==> config.mk <==
export PLATFORM = sky130hd
export DESIGN_NAME = voxel_gpu_csr_flat
export DESIGN_NICKNAME = d
export VERILOG_FILES = /design/src/rtl/voxel_gpu_csr_pkg.sv /design/src/rtl/voxel_gpu_csr_if.sv /design/src/rtl/voxel_gpu_csr_render_seq.sv /design/src/rtl/voxel_gpu_csr.sv /design/src/flat_wrapper.sv
export SDC_FILE = /design/constraint.sdc
export NUM_CORES = 2
export LEC_CHECK = 0
export ABC_AREA = 1
export CORE_MARGIN = 2
export CORE_UTILIZATION = 55
export DETAILED_ROUTE_END_ITERATION = 8
export PLACE_DENSITY_LB_ADDON = 0.2
export SYNTH_ARGS = -nofsm -noshare
export SYNTH_HDL_FRONTEND = slang
export SYNTH_SLANG_ARGS = --single-unit
==> constraint.sdc <==
create_clock -name clock -period 3.83 [get_ports clock]
set_input_delay 0.766 -clock clock [delete_from_list [all_inputs] [get_ports clock]]
set_output_delay 0.766 -clock clock [all_outputs]
set_load 0.02 [all_outputs]
==> src/rtl/voxel_gpu_csr_pkg.sv <==
// Shared types and CSR map for the voxel GPU host-register front end.
// The optional build macro VOXEL_GPU_PERF_CNT_EN enables LAST_RENDER_CYCLES at CSR_PERF.
package gpu;
    typedef struct packed {
        logic [31:0] x, y, z;
    } vec3_t;

    // Word order on the bus: pos, look0..look3, each x,y,z.
    typedef struct packed {
        vec3_t pos, look0, look1, look2, look3;
    } camera;

    localparam int CAM_WORDS     = 15;
    localparam int CSR_PIXEL_BUF = 'h00;
    localparam int CSR_VOXEL_BUF = 'h01;
    localparam int CSR_VOXEL_CNT = 'h02;
    localparam int CSR_PAL_BUF   = 'h03;
    localparam int CSR_PAL_LEN   = 'h04;
    localparam int CSR_PERF      = 'h0D;
    localparam int CSR_STATUS    = 'h0E;
    localparam int CSR_CTRL      = 'h0F;
    localparam int CSR_CAM_BASE  = 'h10;

    typedef struct packed {
        logic [15:0] frame_count;
        logic [12:0] rsvd;
        logic        start_err;
        logic        irq_pending;
        logic        busy;
    } status_t;

    typedef enum logic [1:0] {IDLE, LAUNCH, RUN} render_state_t;
endpackage

==> src/rtl/voxel_gpu_csr_if.sv <==
// Avalon-MM slave bus bundle between the HPS bridge and the voxel GPU CSR block.
interface voxel_gpu_csr_if #(parameter int ADDR_BITS = 8);
    logic [ADDR_BITS-1:0] address;
    logic                 read;
    logic                 write;
    logic [31:0]          writedata;
    logic [31:0]          readdata;
    logic                 waitrequest;

    modport master (output address, read, write, writedata, input readdata, waitrequest);
    modport slave  (input address, read, write, writedata, output readdata, waitrequest);
endinterface

==> src/rtl/voxel_gpu_csr_render_seq.sv <==
// Render sequencer: launch pulse, per-core done aggregation, frame counter.
// VOXEL_GPU_PERF_CNT_EN adds a saturating RUN-cycle counter latched on completion.
module gpu_render_seq
    import gpu::*;
#(
    parameter int NUM_CORES      = 4,
    parameter int FRAME_CNT_BITS = 16
) (
    input  logic                      clock,
    input  logic                      reset_n,
    input  logic                      start,
    input  logic [NUM_CORES-1:0]      core_done,
    output logic                      busy,
    output logic                      do_render,
    output logic                      latch_cam,
    output logic                      complete,
    output logic [FRAME_CNT_BITS-1:0] frame_count,
    output logic [31:0]               last_cycles
);
    render_state_t        state;
    logic [NUM_CORES-1:0] done_mask, mask_next;

    // The current cycle's pulses count toward completion, so finish on the same edge.
    assign mask_next = done_mask | core_done;
    assign busy      = (state != IDLE);
    assign do_render = (state == LAUNCH);
    assign latch_cam = do_render;
    assign complete  = (state == RUN) && (&mask_next);

    always_ff @(posedge clock or negedge reset_n) begin
        if (!reset_n) begin
            state       <= IDLE;
            done_mask   <= '0;
            frame_count <= '0;
        end else begin
            case (state)
                IDLE:   if (start) state <= LAUNCH;
                LAUNCH: begin
                    done_mask <= '0;
                    state     <= RUN;
                end
                RUN: begin
                    done_mask <= mask_next;
                    if (complete) begin
                        state       <= IDLE;
                        frame_count <= frame_count + FRAME_CNT_BITS'(1);
                    end
                end
                default: state <= IDLE;
            endcase
        end
    end

`ifdef VOXEL_GPU_PERF_CNT_EN
    logic [31:0] run_cycles, run_next;

    assign run_next = (&run_cycles) ? run_cycles : run_cycles + 32'd1;

    always_ff @(posedge clock or negedge reset_n) begin
        if (!reset_n) begin
            run_cycles  <= '0;
            last_cycles <= '0;
        end else begin
            if (state == LAUNCH)   run_cycles <= '0;
            else if (state == RUN) run_cycles <= run_next;
            if (complete) last_cycles <= run_next;
        end
    end
`else
    assign last_cycles = '0;
`endif
endmodule

==> src/rtl/voxel_gpu_csr.sv <==
// Host register front end for the voxel GPU: config regs, double-buffered camera, IRQ.
// VOXEL_GPU_PERF_CNT_EN makes 0x0D return the last render's cycle count (else 0).
module voxel_gpu_csr
    import gpu::*;
#(
    parameter int NUM_CORES      = 4,
    parameter int ADDR_BITS      = 8,
    parameter int FRAME_CNT_BITS = 16
) (
    input  logic                 clock,
    input  logic                 reset_n,
    voxel_gpu_csr_if.slave       s1,
    output logic                 irq,
    output logic [31:0]          pixel_buffer,
    output logic [31:0]          voxel_buffer,
    output logic [31:0]          voxel_count,
    output logic [31:0]          palette_buffer,
    output logic [31:0]          palette_length,
    output camera                cam_active,
    output logic                 do_render,
    input  logic [NUM_CORES-1:0] core_done,
    output logic                 busy
);
    logic [4:0][31:0]           cfg;
    logic [CAM_WORDS-1:0][31:0] cam_stage;
    logic irq_pending, start_err, rd_phase;
    logic latch_cam, complete, cfg_hit, cam_hit, start_wr, clear_wr;
    logic [2:0] cfg_idx;
    logic [3:0] cam_idx;
    logic [FRAME_CNT_BITS-1:0] frame_count;
    logic [31:0] last_cycles, rd_mux;
    status_t status;
    int a;

    assign a        = int'(s1.address);
    assign cfg_hit  = (a <= CSR_PAL_LEN);
    assign cam_hit  = (a >= CSR_CAM_BASE) && (a < CSR_CAM_BASE + CAM_WORDS);
    assign cfg_idx  = 3'(a);
    // Bus word 0 (pos.x) is the most significant word of the packed camera.
    assign cam_idx  = 4'(CAM_WORDS - 1 - (a - CSR_CAM_BASE));
    assign start_wr = s1.write && (a == CSR_CTRL) && (s1.writedata != 32'd0);
    assign clear_wr = s1.write && (a == CSR_CTRL) && (s1.writedata == 32'd0);

    assign s1.waitrequest = reset_n && s1.read && !rd_phase;
    assign irq            = irq_pending;
    assign pixel_buffer   = cfg[CSR_PIXEL_BUF];
    assign voxel_buffer   = cfg[CSR_VOXEL_BUF];
    assign voxel_count    = cfg[CSR_VOXEL_CNT];
    assign palette_buffer = cfg[CSR_PAL_BUF];
    assign palette_length = cfg[CSR_PAL_LEN];

    gpu_render_seq #(
        .NUM_CORES      (NUM_CORES),
        .FRAME_CNT_BITS (FRAME_CNT_BITS)
    ) u_seq (
        .clock       (clock),
        .reset_n     (reset_n),
        .start       (start_wr),
        .core_done   (core_done),
        .busy        (busy),
        .do_render   (do_render),
        .latch_cam   (latch_cam),
        .complete    (complete),
        .frame_count (frame_count),
        .last_cycles (last_cycles)
    );

    always_comb begin
        status             = '0;
        status.busy        = busy;
        status.irq_pending = irq_pending;
        status.start_err   = start_err;
        status.frame_count = 16'(frame_count);
    end

    always_comb begin
        rd_mux = '0;
        if (cfg_hit)               rd_mux = cfg[cfg_idx];
        else if (cam_hit)          rd_mux = cam_stage[cam_idx];
        else if (a == CSR_STATUS)  rd_mux = status;
        else if (a == CSR_PERF)    rd_mux = last_cycles;
    end

    always_ff @(posedge clock or negedge reset_n) begin
        if (!reset_n) begin
            cfg         <= '0;
            cam_stage   <= '0;
            cam_active  <= '0;
            irq_pending <= 1'b0;
            start_err   <= 1'b0;
            rd_phase    <= 1'b0;
            s1.readdata <= '0;
        end else begin
            if (s1.write && cfg_hit) cfg[cfg_idx]       <= s1.writedata;
            if (s1.write && cam_hit) cam_stage[cam_idx] <= s1.writedata;
            if (latch_cam) cam_active <= camera'(cam_stage);
            // Completion beats a same-cycle clear so no frame's IRQ is lost.
            if (complete)      irq_pending <= 1'b1;
            else if (clear_wr) irq_pending <= 1'b0;
            if (start_wr && busy) start_err <= 1'b1;
            else if (clear_wr)    start_err <= 1'b0;
            rd_phase <= s1.read && !rd_phase;
            if (s1.read && !rd_phase) s1.readdata <= rd_mux;
        end
    end
endmodule

==> src/flat_wrapper.sv <==
// flat-port wrapper written by rule: the top's interface ports become plain ports
module voxel_gpu_csr_flat import gpu::*;
#(
    parameter int NUM_CORES      = 4,
    parameter int ADDR_BITS      = 8,
    parameter int FRAME_CNT_BITS = 16
)
  (clock, reset_n, irq, pixel_buffer, voxel_buffer, voxel_count, palette_buffer, palette_length, cam_active, do_render, core_done, busy, s1_address, s1_read, s1_write, s1_writedata, s1_readdata, s1_waitrequest);
  voxel_gpu_csr_if #(.ADDR_BITS(ADDR_BITS)) s1_i ();
  input  logic clock;
  input  logic reset_n;
  output logic irq;
  output logic [31:0] pixel_buffer;
  output logic [31:0] voxel_buffer;
  output logic [31:0] voxel_count;
  output logic [31:0] palette_buffer;
  output logic [31:0] palette_length;
  output camera cam_active;
  output logic do_render;
  input  logic [NUM_CORES-1:0] core_done;
  output logic busy;
  input wire logic [$bits(s1_i.address)-1:0] s1_address;
  input wire logic [$bits(s1_i.read)-1:0] s1_read;
  input wire logic [$bits(s1_i.write)-1:0] s1_write;
  input wire logic [$bits(s1_i.writedata)-1:0] s1_writedata;
  output wire logic [$bits(s1_i.readdata)-1:0] s1_readdata;
  output wire logic [$bits(s1_i.waitrequest)-1:0] s1_waitrequest;
  assign s1_i.address = s1_address;
  assign s1_i.read = s1_read;
  assign s1_i.write = s1_write;
  assign s1_i.writedata = s1_writedata;
  assign s1_readdata = s1_i.readdata;
  assign s1_waitrequest = s1_i.waitrequest;
  voxel_gpu_csr #(.NUM_CORES(NUM_CORES), .ADDR_BITS(ADDR_BITS), .FRAME_CNT_BITS(FRAME_CNT_BITS)) u_core (.clock(clock), .reset_n(reset_n), .s1(s1_i), .irq(irq), .pixel_buffer(pixel_buffer), .voxel_buffer(voxel_buffer), .voxel_count(voxel_count), .palette_buffer(palette_buffer), .palette_length(palette_length), .cam_active(cam_active), .do_render(do_render), .core_done(core_done), .busy(busy));
endmodule
==> results.sh <==
export IMPL_finish_net_count=6273
export IMPL_fill_cells=7017
export IMPL_ctsLongestPathBuffers=3
export IMPL_clock_skew_ns=0.0145
export IMPL_fp_dieArea_mm2=0.0934
export IMPL_synth_edf_count=0
export IMPL_detail_route_vias_per_cell=5.71
export IMPL_finalHoldWorstSlack_ns=0.481
export IMPL_synth_yosys_warnings=0
export IMPL_clock_latency_ns=0.70
export IMPL_placeableCoreArea_mm2=0.0901
export IMPL_cts_tree="done"
export IMPL_slew_viol_final=0
export IMPL_power_static_leakage_uw=0.0289
export IMPL_min_period_over_period_pct=87.5
export IMPL_final_hold_viol_count=0
export IMPL_run_status="completed"
export IMPL_max_cap_violations=0
export IMPL_ant_nets=0
export IMPL_timing_critical_path_fanout_max=26
export IMPL_holdBufCountCts=1
export IMPL_dominantRegCellSynth="sky130_fd_sc_hd__dfrtp_1"
export IMPL_syn_area_mm2=0.0500
export IMPL_antenna_found_initial=7
export IMPL_worstSetupEndpointType="output pin"
export IMPL_register_area_mm2=0.0295
export IMPL_period_minus_slack_ns=3.35
export IMPL_yosysUniqueCellTypes=32
export IMPL_hold_path_class="reg -> reg"
export IMPL_grt_start_max_net_pins=184
export IMPL_worst_slew_pin_slew_ns=1.05
export IMPL_synthMostInstantiatedCell="sky130_fd_sc_hd__nand2_1"
export IMPL_clk_pin_slew_worst_paths_ns=0.06
export IMPL_routed_via_count=42822
export IMPL_maxClockFrequency_mhz=298
export IMPL_post_cts_resized=0
export IMPL_cp_start_kind="input pin"
export IMPL_count_of_buffers_inserted_at_the_top_level_ports=723
export IMPL_floorplan_initialDensity_pct=55.5
export IMPL_die_height_um=306
export IMPL_required_time_of_the_critical_path_ns=3.06
export IMPL_synth_area_leaders="sky130_fd_sc_hd__dfrtp_1, sky130_fd_sc_hd__nand2_1, sky130_fd_sc_hd__o21ai_0"
export IMPL_grt_setup_unrepaired="no"
export IMPL_timing_setup_critical_path_class="in -> out"
export IMPL_gp_routability_congestion=0.961
export IMPL_synth_largest_type_area_fraction_pct=58.8
export IMPL_post_cts_setup_buffers=0
export IMPL_cts_htree_levels=3
export IMPL_1st_iter_drt_viols=4759
export IMPL_syn_instance_count=5682
export IMPL_drive_gt1_share_pct=8.22
export IMPL_setup_violations=0
export IMPL_ys_async_sr_fraction_pct=100
export IMPL_p_sw_share_pct=35.4
export IMPL_irDropWorstVdd_uv=583
export IMPL_design_portCount=724
export IMPL_power_share_combinational_pct=32.8
export IMPL_power_per_cell_area_mw_per_mm2=696
export IMPL_place_hpwl_um=119000
export IMPL_intPower_uw=28100
export IMPL_area_delta_synth_final_pct=24.8
export IMPL_global_route_usage_total_pct=36.6
export IMPL_yosys_top_cells_count="sky130_fd_sc_hd__nand2_1, sky130_fd_sc_hd__dfrtp_1, sky130_fd_sc_hd__o21ai_0"
export IMPL_fraction_of_the_yosys_area_taken_by_sequential_cells_pct=58.8
export IMPL_grt_first_pass_wirelength_um=258000
export IMPL_fin_tns_setup_ns=0
export IMPL_clock_net_sink_count=1177
export IMPL_cp_arrival_ns=2.59
export IMPL_drc_errors=0
export IMPL_cts_made_buffers=117
export IMPL_dr_pass1_iters=7
export IMPL_die_width_um=306
export IMPL_site_row_count=110
export IMPL_synth_ff_latch_count=1177
export IMPL_multi_input_area_mm2=0.0175
export IMPL_wl_per_cell_um=22.9
export IMPL_synth_nets=5741
export IMPL_synthesis_area_per_instance_um2=8.81
export IMPL_slew_limit_headroom_pct=30.1
export IMPL_power_net_switching_uw=15400
export IMPL_grt_ovfl_total=0
export IMPL_ctsRootBufferMaster="sky130_fd_sc_hd__clkbuf_16"
export IMPL_clock_power_share_pct=28.0
export IMPL_finalWirelength_um=172000
export IMPL_synth_top_cell_by_area="sky130_fd_sc_hd__dfrtp_1"
export IMPL_number_of_global_route_vias_before_repair=41546
export IMPL_seqPwrFrac_pct=39.2
==> cells in the final DEF (no fill, tap or decap), types with 37 or more instances in the layout <==
master                               n
sky130_fd_sc_hd__nand4_1            38
sky130_fd_sc_hd__o211ai_1           74
sky130_fd_sc_hd__nand3_1           211
sky130_fd_sc_hd__buf_4              77
sky130_fd_sc_hd__inv_1             412
sky130_fd_sc_hd__o21ai_0           579
sky130_fd_sc_hd__clkdlybuf4s50_1   720
sky130_fd_sc_hd__a21oi_1           415
sky130_fd_sc_hd__dfrtp_1          1177
sky130_fd_sc_hd__clkbuf_16         119
sky130_fd_sc_hd__nand2_1          1468
sky130_fd_sc_hd__o21ai_1           145
sky130_fd_sc_hd__clkbuf_8           37
sky130_fd_sc_hd__nor2_1            501
sky130_fd_sc_hd__mux2_2            153
==> sequential cells by signal, summed over array words and instances (netlist names) <==
register,flops
u_core.cam_active,480
u_core.cam_stage,480
u_core.irq,1
u_core.palette_buffer,32
u_core.palette_length,32
u_core.pixel_buffer,32
u_core.rd_phase,1
u_core.s1.readdata,32
u_core.start_err,1
u_core.u_seq.done_mask,4
u_core.u_seq.frame_count,16
u_core.u_seq.state,2
u_core.voxel_buffer,32
u_core.voxel_count,32
==> power groups by stage <==
stage	clock network, uW	registers [uW]	logic (uW)
floorplan	0	19100	4970
global placement	0	17100	13900
detailed placement	0	17200	14200
CTS	12300	17000	14300
global route	12800	17300	15300
finish	12200	17000	14200
==> logic make-up after synthesis <==
group	Yosys count	synth area share (%)
and+or+nand+nor	2276	18.3
AOI/OAI and AO/OA	1214	12.5
DFF	1177	58.8
buffers and inverters	834	6.35
muxes	153	3.44
xor gates and xnor gates	17	0.313
adders and majority gates	11	0.275
==> final cells by class <==
class | instances | area share (%)
antenna | 6 | 0.0240
clock buffer | 178 | 5.72
clock inverter | 42 | 0.866
inverter | 422 | 2.56
multi-input combinational | 3671 | 28.0
sequential | 1177 | 47.2
tap | 1176 | 2.36
timing repair buffer | 825 | 13.3
==> critical path, cell delays in order <==
cell and delay [ns]:
sky130_fd_sc_hd__dlygate4sd3_1 0.56, sky130_fd_sc_hd__buf_8 0.30, sky130_fd_sc_hd__nand2_1 0.09, sky130_fd_sc_hd__nor2_1 0.16
sky130_fd_sc_hd__clkdlybuf4s50_1 0.68
==> path summary, 6_finish.rpt <==
path	startpoint	endpoint	slack, ns	cells past startpoint
worst min-delay path	u_core.cam_stage[140]	u_core.cam_stage[140]	0.48	2
max in group asynchronous	reset_n	u_core.cam_active[478]	1.61	4
worst max register to register	u_core.u_seq.state[1]	u_core.cam_active[324]	1.36	5
min in group asynchronous	reset_n	u_core.cam_active[218]	0.54	2
worst min register to register	u_core.cam_stage[140]	u_core.cam_stage[140]	0.48	2
worst max-delay path	reset_n	s1_waitrequest	0.48	5
==> metal layers <==
metal | vias up | track usage, % | wire length, um
li1 | 19336 | - | -
met1 | 20819 | 45.2 | 64000
met2 | 2135 | 58.2 | 80100
met5 | - | 0 | 13
met4 | 2 | 25.5 | 13900
met3 | 530 | 7.13 | 13900
==> through the flow <==
step                      utilization, %  total power (uW)  cells  instance area, um^2  worst slack (ns)
after floorplan                        -             24000   5682                50000             0.688
after global placement              64.7             31100   7270                58300             0.293
after detailed placement            64.7             31400   7270                58300             0.201
after CTS                           69.3             43500   7491                62400             0.446
after global routing                69.3             45300   7495                62400             0.441
final                               69.3             43500   7497                62400             0.479
No activity file was read; power rests on OpenSTA's default activity.
